[src/rtl/edge_event_scheduler.sv]
// edge_event_scheduler: synchronises and edge-detects CHANNELS raw inputs,
// holds one pending event per channel, and serialises pending events onto a
// single valid/ready port through a round-robin arbiter. Edges that arrive
// while a channel's previous event is still waiting are dropped and flagged
// in a sticky per-channel overflow vector.
module edge_event_scheduler #(
  parameter int CHANNELS    = 4,
  parameter bit ACTIVE_LOW  = 1'b0,
  parameter bit DETECT_RISE = 1'b1,
  parameter bit DETECT_FALL = 1'b1,
  parameter int CHW         = $clog2(CHANNELS)
) (
  input  logic                CLK,
  input  logic                RST,
  input  logic [CHANNELS-1:0] IN,
  input  logic [CHANNELS-1:0] EN,
  output logic                EVT_VALID,
  input  logic                EVT_READY,
  output logic [CHW-1:0]      EVT_CHANNEL,
  output logic                EVT_RISING,
  output logic [CHANNELS-1:0] OVERFLOW,
  input  logic                OVF_CLEAR
);

  // Active-level view of the inputs; everything downstream works in this polarity.
  logic [CHANNELS-1:0] active;
  assign active = IN ^ {CHANNELS{ACTIVE_LOW}};

  // Sampling stages, pending bank, sticky overflow, arbiter pointer, output register
  logic [CHANNELS-1:0] s0_reg, s1_reg;
  logic [CHANNELS-1:0] pend_reg, pend_next;
  logic [CHANNELS-1:0] kind_reg, kind_next;
  logic [CHANNELS-1:0] ovf_reg, ovf_next, ovf_set;
  logic [CHW-1:0]      ptr_reg, ptr_next;
  logic                valid_reg;
  logic [CHW-1:0]      chan_reg;
  logic                rising_reg;

  // Arbiter results
  logic [CHANNELS-1:0] req;
  logic [CHANNELS-1:0] granted;
  logic                any_req;
  logic [CHW-1:0]      win_idx;
  logic                load_en;
  logic                do_grant;

  // Per-channel edge qualification
  logic [CHANNELS-1:0] edge_seen;
  logic [CHANNELS-1:0] counted;
  logic [CHANNELS-1:0] blocked;

  // The output register may take a new event when empty or when the current one is leaving.
  assign load_en  = ~valid_reg | EVT_READY;
  assign do_grant = load_en & any_req;

  // Disabled channels never compete, even in the cycle their pending bit is being cleared.
  assign req = pend_reg & EN;

  generate
    for (genvar gi = 0; gi < CHANNELS; gi++) begin : g_chan
      assign edge_seen[gi] = s0_reg[gi] ^ s1_reg[gi];
      // s0 holds the new level, so s0 = 1 means an active-going edge.
      assign counted[gi]   = edge_seen[gi] & EN[gi] &
                             (s0_reg[gi] ? DETECT_RISE : DETECT_FALL);
      assign granted[gi]   = do_grant & (win_idx == CHW'(gi));
      // A still-waiting event (not leaving this cycle) blocks a new one.
      assign blocked[gi]   = pend_reg[gi] & ~granted[gi];
      assign ovf_set[gi]   = counted[gi] & blocked[gi];
      assign pend_next[gi] = EN[gi] & (counted[gi] | blocked[gi]);
      assign kind_next[gi] = (counted[gi] & ~blocked[gi]) ? s0_reg[gi] : kind_reg[gi];
    end
  endgenerate

  // Set beats clear when both hit the same bit in one cycle.
  assign ovf_next = (ovf_reg & ~{CHANNELS{OVF_CLEAR}}) | ovf_set;

  // Round-robin search: first requesting channel at or after ptr_reg, wrapping to 0.
  always_comb begin
    logic [CHW:0] cand_sum;
    logic [CHW-1:0] cand;
    any_req  = 1'b0;
    win_idx  = '0;
    cand_sum = '0;
    cand     = '0;
    for (int off = 0; off < CHANNELS; off++) begin
      cand_sum = {1'b0, ptr_reg} + (CHW+1)'(off);
      if (cand_sum >= (CHW+1)'(CHANNELS)) begin
        cand_sum = cand_sum - (CHW+1)'(CHANNELS);
      end
      cand = cand_sum[CHW-1:0];
      if (!any_req && req[cand]) begin
        any_req = 1'b1;
        win_idx = cand;
      end
    end
  end

  // Pointer moves to the slot after the winner so the winner goes to the back of the queue.
  always_comb begin
    ptr_next = ptr_reg;
    if (do_grant) begin
      ptr_next = (win_idx == CHW'(CHANNELS-1)) ? '0 : win_idx + 1'b1;
    end
  end

  // Synchroniser stages; in reset both load the current level so a held level gives no edge.
  always_ff @(posedge CLK) begin
    if (RST) begin
      s0_reg <= active;
      s1_reg <= active;
    end else begin
      s0_reg <= active;
      s1_reg <= s0_reg;
    end
  end

  // Pending bank, kind bits, sticky overflow and arbiter pointer.
  always_ff @(posedge CLK) begin
    if (RST) begin
      pend_reg <= '0;
      kind_reg <= '0;
      ovf_reg  <= '0;
      ptr_reg  <= '0;
    end else begin
      pend_reg <= pend_next;
      kind_reg <= kind_next;
      ovf_reg  <= ovf_next;
      ptr_reg  <= ptr_next;
    end
  end

  // Output register: reloads whenever loadable, otherwise holds the presented event.
  always_ff @(posedge CLK) begin
    if (RST) begin
      valid_reg  <= 1'b0;
      chan_reg   <= '0;
      rising_reg <= 1'b0;
    end else if (load_en) begin
      valid_reg <= any_req;
      if (any_req) begin
        chan_reg   <= win_idx;
        rising_reg <= kind_reg[win_idx];
      end
    end
  end

  assign EVT_VALID   = valid_reg;
  assign EVT_CHANNEL = chan_reg;
  assign EVT_RISING  = rising_reg;
  assign OVERFLOW    = ovf_reg;

endmodule

[config.mk]
export PLATFORM = sky130hd
export DESIGN_NAME = edge_event_scheduler
export DESIGN_NICKNAME = d
export VERILOG_FILES = /design/src/rtl/edge_event_scheduler.sv
export SDC_FILE = /design/constraint.sdc
export NUM_CORES = 1
export LEC_CHECK = 0
export CAP_MARGIN = 20
export CELL_PAD_IN_SITES_DETAIL_PLACEMENT = 1
export CELL_PAD_IN_SITES_GLOBAL_PLACEMENT = 1
export CORE_ASPECT_RATIO = 0.6
export CORE_MARGIN = 4
export CORE_UTILIZATION = 41
export CTS_BUF_LIST = sky130_fd_sc_hd__clkbuf_16
export CTS_CLUSTER_DIAMETER = 30
export DETAILED_ROUTE_END_ITERATION = 8
export MAX_ROUTING_LAYER = met4
export PLACE_DENSITY = 0.81
export SLEW_MARGIN = 40
export SYNTH_ARGS = -nofsm -noshare
export SYNTH_HDL_FRONTEND = slang
export SYNTH_SLANG_ARGS = --single-unit
[constraint.sdc]
create_clock -name CLK -period 6 [get_ports CLK]
set_clock_uncertainty 0.15 [all_clocks]
set_input_delay 1.2 -clock CLK [delete_from_list [all_inputs] [get_ports CLK]]
set_output_delay 1.2 -clock CLK [all_outputs]
set_load 0.01 [all_outputs]
==> impl_results.md, run 1 <==
* Row cnt at 14
* Status: finished clean
* Power share of the clock group at 0.365
* # resized after CTS at 0
* Antenna violations before repair at 0
* Clk buf depth at 2
* Sw power at 105.7 uW
* CP Launch Point: EN[0]
* Flop-to-flop setup slack at 3.66 ns
* Synthesis Warnings at 0
* Final worst setup slack at between 2 and 3 ns
* Die area at roughly 3800 um2
* Wirelength, routed at ~3500 um
* First-pass GRT wire length at between 5000 and 6000 um
* R2R depth at 5
* Initial DRC Count at 110
* Dpl hpwl at 2611 um
* Unrepaired setup endpoints after global routing: no
* Gr ovfl total at 0
* Internal power at just over 300 uW
* Synth top area cells: dfxtp_1 44%, nand2_1 7.3%, mux2i_1 3.4%
* Number of global-route vias before repair at between 1000 and 1500
* DRC at 0
* Setup TNS Final at 0 ns
* Xor-xnor portion of the synthesized cell area at 0.02976
* Hold worst-path end: EVT_CHANNEL[1]
* Final ANT Viol Nets at 0
* Synth Area in Compound Gates at 0.2317
* Core Footprint at 2628 um2
* Post-Syn Instances at 133
* Post-CTS setup buffer count at 0
* Slew Limit Fails at 0
* Overall Global Routing Usage at 0.1946
* Clock Latency Late Sink at ~0.26 ns
* Dominant cell type by area after synthesis: dfxtp_1
* Largest family of logic cells by synthesized area: compound AO/OA/AOI/OAI gates
* Worst-Margin Slew at 0.7287 ns
* Syn Nets at 145
* Register bit total from synthesis at 26
* Root buf cell: clkbuf_16
* Htree depth at 1
* Worst Hold Class: flop to flop
* Finish-stage setup viols at 0
* Routed via count at between 1000 and 1500
* Slew HR at 0.5104
* Antenna fix cells at 0
* Most common cell in the netlist: dfxtp_1
* Fillcell total at 301
* Final hold violations at 0
* NumNets Final at 165
* Critical path class: input port to flop
* Post-synthesis mux area share at 0.04357
* Sw Ratio at 0.2595
* Max FO, Critical Path at 6
* Synth async-reset ratio at 0
* Critical Path Sink Type: flop
* Post-synthesis simple-gate area fraction at 0.2136
* Pwr Total at about 410 uW
* Main synth FF type: dfxtp_1
* I/O Buffers at 19
* Reg-to-reg endpoint: OVERFLOW[1]
* CTS clk-pin slew, worst paths at 0.07 ns
* Adder-Cell Fraction of Synth Area at 0
* Combinational share of power at 0.156
* Synth unique cells at 45
* I/O Pins at 20
* Fin crit share at 0.5702
* Register share of total power at 0.479
* Die height at ~50 um
* Worst hold start: EVT_CHANNEL[1]
* Hold Buf Count CTS at 0
* Sink Count at 26
* CTS tree: yes
* WP data arrival at 3.43 ns
* Top-area cell type share of the netlist area at 0.4421
* Commonest cells post-synth: 26 x dfxtp_1, 23 x nand2_1, 7 x a21oi_1, 7 x nor2_1, 5 x inv_1
* Max Clk Rate at between 0.2 and 0.3 GHz
* Final min period at approximately 3.4 ns
* Post-Place Setup Slack at 2.398 ns
* Pin count of the biggest net entering global routing at 18
* FF+latch area at 520.5 um2
* Layout area overhead at 24.23%
* PwrDens at approximately 280 nW/um2
* WP data required at 6.00 ns
* Avg Cell Area, Syn at 8.852 um2
* Startpoint Class: input port
* R2r startpoint: pend_reg[0]
* Starting Density at 0.4481
* Layout cell share with drive strength beyond 1 at 0.03289
* Maximum capacitance violations at 0
* RePlAce Congestion at between 0.9 and 1
* Share of the yosys chip area belonging to registers at 0.4421
* Area of the multi-input gates at between 600 and 700 um2
* Synthesized area at 1177 um2
* Vias per Instance at 5.870
* Die width at between 70 and 80 um
* DRT Pass-1 Iters at 4
* Drt wl/cell at 18.77 um
* Hold depth at 2
* Maximum vdd drop at between 0.15 and 0.2 mV
* Number of synthesized flops with an enable pin at 0
* Static leakage at 0.0005550 uW
* CTS buffer count at 3
cells by family after synthesis:
logic type | count (synthesis)
simple gates | 51
compound gates | 37
buf+inv | 10
mux | 5
flops | 26
xor+xnor | 4
power groups by stage:
stage               sequential [uW]  combinational [uW]  clock, uW
floorplan                       196                37.9          0
global placement                198                60.5          0
detailed placement              199                62.5          0
CTS                             195                63.3        151
global route                    196                70.3        161
finish                          195                63.6        149
worst max-delay path, stage by stage:
cell	delay [ns]
clkdlybuf4s50_1	0.54
nor4bb_1	0.23
a41o_1	0.25
nor4_1	0.64
a21boi_0	0.27
a32o_1	0.30
cell type report:
type	count	area share
multi-input combinational	97	0.4175
timing repair buffer	19	0.1300
clock inverter	1	0.002566
clock buffer	3	0.05133
tap	32	0.02737
sequential	26	0.3559
inverter	6	0.01540
cell usage in the layout, fill, tap and decap left out, drive strengths merged, types with 3 or more instances in the layout:
cell type / count
a21oi: 7
a31oi: 3
clkbuf: 3
clkdlybuf4s50: 19
dfxtp: 26
inv: 5
mux2i: 4
nand2: 23
nand3: 4
nor2: 7
o2111ai: 3
o211ai: 3
o21ai: 4
o311ai: 3
xnor2: 3
layer usage:
layer / global-route usage / wire, um / vias to the layer above / part of all wire
li1: - / - / 527 / -
met1: 0.2697 / 1764 / 525 / 0.51
met2: 0.2966 / 1496 / 26 / 0.43
met3: 0.04364 / 181 / 2 / 0.052
met4: 0.02959 / 12 / 0 / 0.0035
met5: - / 0 / - / 0
how the worst max path moves through the flow:
stage | endpoint | slack (ns) | cells after the start
after floorplan | kind_reg[3] | 3.14 | 6
after global placement | OVERFLOW[3] | 2.42 | 6
after detailed placement | OVERFLOW[1] | 2.40 | 6
after CTS | OVERFLOW[1] | 2.66 | 6
after global routing | OVERFLOW[3] | 2.41 | 6
final | OVERFLOW[1] | 2.58 | 6
stage by stage:
step	utilization	instance area, um2	hold slack [ns]	cells
final	0.5567	1463	0.3160	184
after global routing	0.5567	1463	0.3490	184
after CTS	0.5567	1463	0.3204	184
after detailed placement	0.5267	1384	0.3071	180
after global placement	0.5267	1384	0.3049	180
after floorplan	-	1177	0.2879	133
Note: power is estimated with default switching activity, not from simulation.
==> run 2: changes to the inputs <==
--- a/config.mk
+++ b/config.mk
@@ -10,12 +10,12 @@
 export CELL_PAD_IN_SITES_GLOBAL_PLACEMENT = 1
 export CORE_ASPECT_RATIO = 0.6
 export CORE_MARGIN = 4
-export CORE_UTILIZATION = 41
+export CORE_UTILIZATION = 38
 export CTS_BUF_LIST = sky130_fd_sc_hd__clkbuf_16
 export CTS_CLUSTER_DIAMETER = 30
 export DETAILED_ROUTE_END_ITERATION = 8
 export MAX_ROUTING_LAYER = met4
-export PLACE_DENSITY = 0.81
+export PLACE_DENSITY = 0.76
 export SLEW_MARGIN = 40
 export SYNTH_ARGS = -nofsm -noshare
 export SYNTH_HDL_FRONTEND = slang
==> constraint.sdc (replaced) <==
create_clock -name CLK -period 3.2 [get_ports CLK]
set_clock_uncertainty 0.15 [all_clocks]
set_input_delay 0.64 -clock CLK [delete_from_list [all_inputs] [get_ports CLK]]
set_output_delay 0.64 -clock CLK [all_outputs]
set_load 0.01 [all_outputs]
==> run 2 against run 1 <==
  * Sequential power up 87%
  * Die area up 6.8%
  * Non-clock buffer count up 2
  * Hold slack better by 0.0034 ns
  * Count of clock-buffer cells in the layout unchanged
  * Sequential cell count unchanged
  * Total power up 88%
  * Sequential share of layout area down 0.66 points
  * Register-to-register slack worse by 2.7 ns
  * First-iteration DRC count down 40%
  * Clock power up 88%
  * Global-route usage down 0.21 points
==> impl_results.md, run 2 (synthesis results as in run 1) <==
* Overall Global Routing Usage at 0.1925 (-0.002140)
* Antenna fix cells at 0 (unchanged)
* Max Clk Rate at 0.3659 GHz
* Post-CTS setup buffer count at 0 (unchanged)
* Final worst setup slack at 0.4670 ns (-2.112 ns)
* RePlAce Congestion at 0.9006 (-3.8%)
* DRT Pass-1 Iters at 5 (+1)
* Root buf cell: clkbuf_16
* Layout cell share with drive strength beyond 1 at 0.04545 (+0.01256)
* CP bufs+invs at 1 (unchanged)
* # resized after CTS at 0 (unchanged)
* WP data required at 3.21 ns (-2.79 ns)
* Routed via count at 1127 (+4.4%)
* Dpl hpwl at 2486 um (-4.8%)
* First-pass GRT wire length at 5871 um (+3.4%)
* Unrepaired setup endpoints after global routing: no
* Gr ovfl total at 0 (unchanged)
* Layout area overhead at 26.57%
* Hold Buf Count CTS at 0 (unchanged)
* Post-Place Setup Slack at 0.2299 ns (-2.168 ns)
* Final core occ at 0.5123 (-0.04441)
* Die area at 4082 um2 (+6.8%)
* Row cnt at 15 (+1)
* Wirelength, routed at 3342 um (-3.2%)
* DRC at 0 (unchanged)
* CP Launch Point: EN[0]
* Slew Limit Fails at 0 (unchanged)
* Startpoint Class: input port
* CTS buffer count at 3 (unchanged)
* Most frequent cells in the layout: 26 x dfxtp_1, 23 x nand2_1, 19 x clkdlybuf4s50_1
* PwrDens at 514.0 nW/um2 (+85%)
* Die width at 79.86 um (+3.5%)
* Fillcell total at 360 (+20%)
* Htree depth at 1 (unchanged)
* Starting Density at 0.4047 (-0.04336)
* Final ANT Viol Nets at 0 (unchanged)
* Number of global-route vias before repair at 1151 (+1.5%)
* Vias per Instance at 5.750 (-2.0%)
* Finish-stage setup viols at 0 (unchanged)
* Core Footprint at 2909 um2 (+11%)
* Initial DRC Count at 66 (-40%)
* Die height at 51.12 um (+3.2%)
* Setup TNS Final at 0 ns (unchanged)
* Critical Path Max Stage Delay at 0.54 ns (-0.10 ns)
* Antenna violations before repair at 0 (unchanged)
* Maximum vdd drop at 0.2814 mV (+86%)
* NumNets Final at 167 (+1.2%)
* Critical Path Sink Type: flop
* I/O Buffers at 19 (unchanged)
* Critical path class: input port to flop
* Sink Count at 26 (unchanged)
* CTS clk-pin slew, worst paths at 0.07 ns (about the same)
* Pin count of the biggest net entering global routing at 18 (unchanged)
* Drt wl/cell at 17.05 um (-9.1%)
* Maximum capacitance violations at 0 (unchanged)
* Clock Latency Late Sink at 0.26 ns (about the same)
* Static leakage at 0.0005652 uW (+1.8%)
* Fin crit share at 0.8541
* Final hold violations at 0 (unchanged)
* Crit path cell chain: clkdlybuf4s50_1, nor4bb_1, a41o_1, or3_1, or4_1, o311ai_1
* CTS tree: yes
* Status: finished clean
* Worst-Margin Slew at 0.6793 ns (-0.04945 ns)
* Final min period at 2.733 ns
* Top delay family on crit path: simple AND/OR/NAND/NOR gates
* Clk buf depth at 2 (unchanged)
* Slew HR at 0.5437 (+0.03322)
* Max FO, Critical Path at 7 (+1)
* Most common cell after layout, fill and taps aside: dfxtp_1
* R2r startpoint: ptr_reg[1]
* I/O Pins at 20 (unchanged)
* Crit-path slowest cell: or4_1
* Worst Hold Class: flop to flop
* WP data arrival at 2.75 ns (-0.68 ns)
* Worst hold start: kind_reg[0]
==> run 2: cell count changes in the layout (fill, tap and decap cells not counted), sizes merged <==
cell and delta:
buf +2
==> run 2: per-layer routing <==
metal,track usage,vias to the layer above,part of all wire
met5,-,-,0
met4,0.05899,0,0.0087
met3,0.04401,4,0.074
met2,0.2645,41,0.42
met1,0.2782,548,0.49
li1,-,534,-
==> run 2: final timing paths <==
| kind | cells past startpoint | slack [ns] | to |
|---|---|---|---|
| max | 6 | 0.47 | kind_reg[3] |
| min | 2 | 0.32 | kind_reg[0] |
| max reg2reg | 5 | 0.98 | kind_reg[3] |
| min reg2reg | 2 | 0.32 | kind_reg[0] |
==> run 2: worst min-delay path: stages, from the launching register on <==
cell and delay, ns:
dfxtp_1 0.31, nand2_1 0.05, mux2i_1 0.06
==> run 2: through the flow <==
| stage | std cells | instance area [um2] | hold WS, ns | power, uW |
|---|---|---|---|---|
| floorplan | 133 | 1177 | 0.2879 | 439.2 |
| global placement | 192 | 1411 | 0.2980 | 486.0 |
| detailed placement | 192 | 1411 | 0.3061 | 490.9 |
| CTS | 196 | 1490 | 0.3178 | 771.5 |
| global route | 196 | 1490 | 0.3492 | 807.3 |
| finish | 196 | 1490 | 0.3194 | 766.0 |
==> run 2: cell type report <==
type | count | area [um2] | share of cell area
Inverter | 6 | 22.52 | 0.01511
Multi-Input combinational cell | 97 | 610.6 | 0.4097
Timing Repair Buffer | 21 | 205.2 | 0.1377
Clock buffer | 3 | 75.07 | 0.05038
Clock inverter | 1 | 3.754 | 0.002519
Sequential cell | 26 | 520.5 | 0.3493
Tap cell | 42 | 52.55 | 0.03526
==> run 2: where the power goes <==
group / internal, uW / total (uW) / switching (uW)
Sequential: 345 / 365 / 19.5
Combinational: 54.3 / 121 / 67.2
Clock: 167 / 280 / 112
Total: 567 / 766 / 199
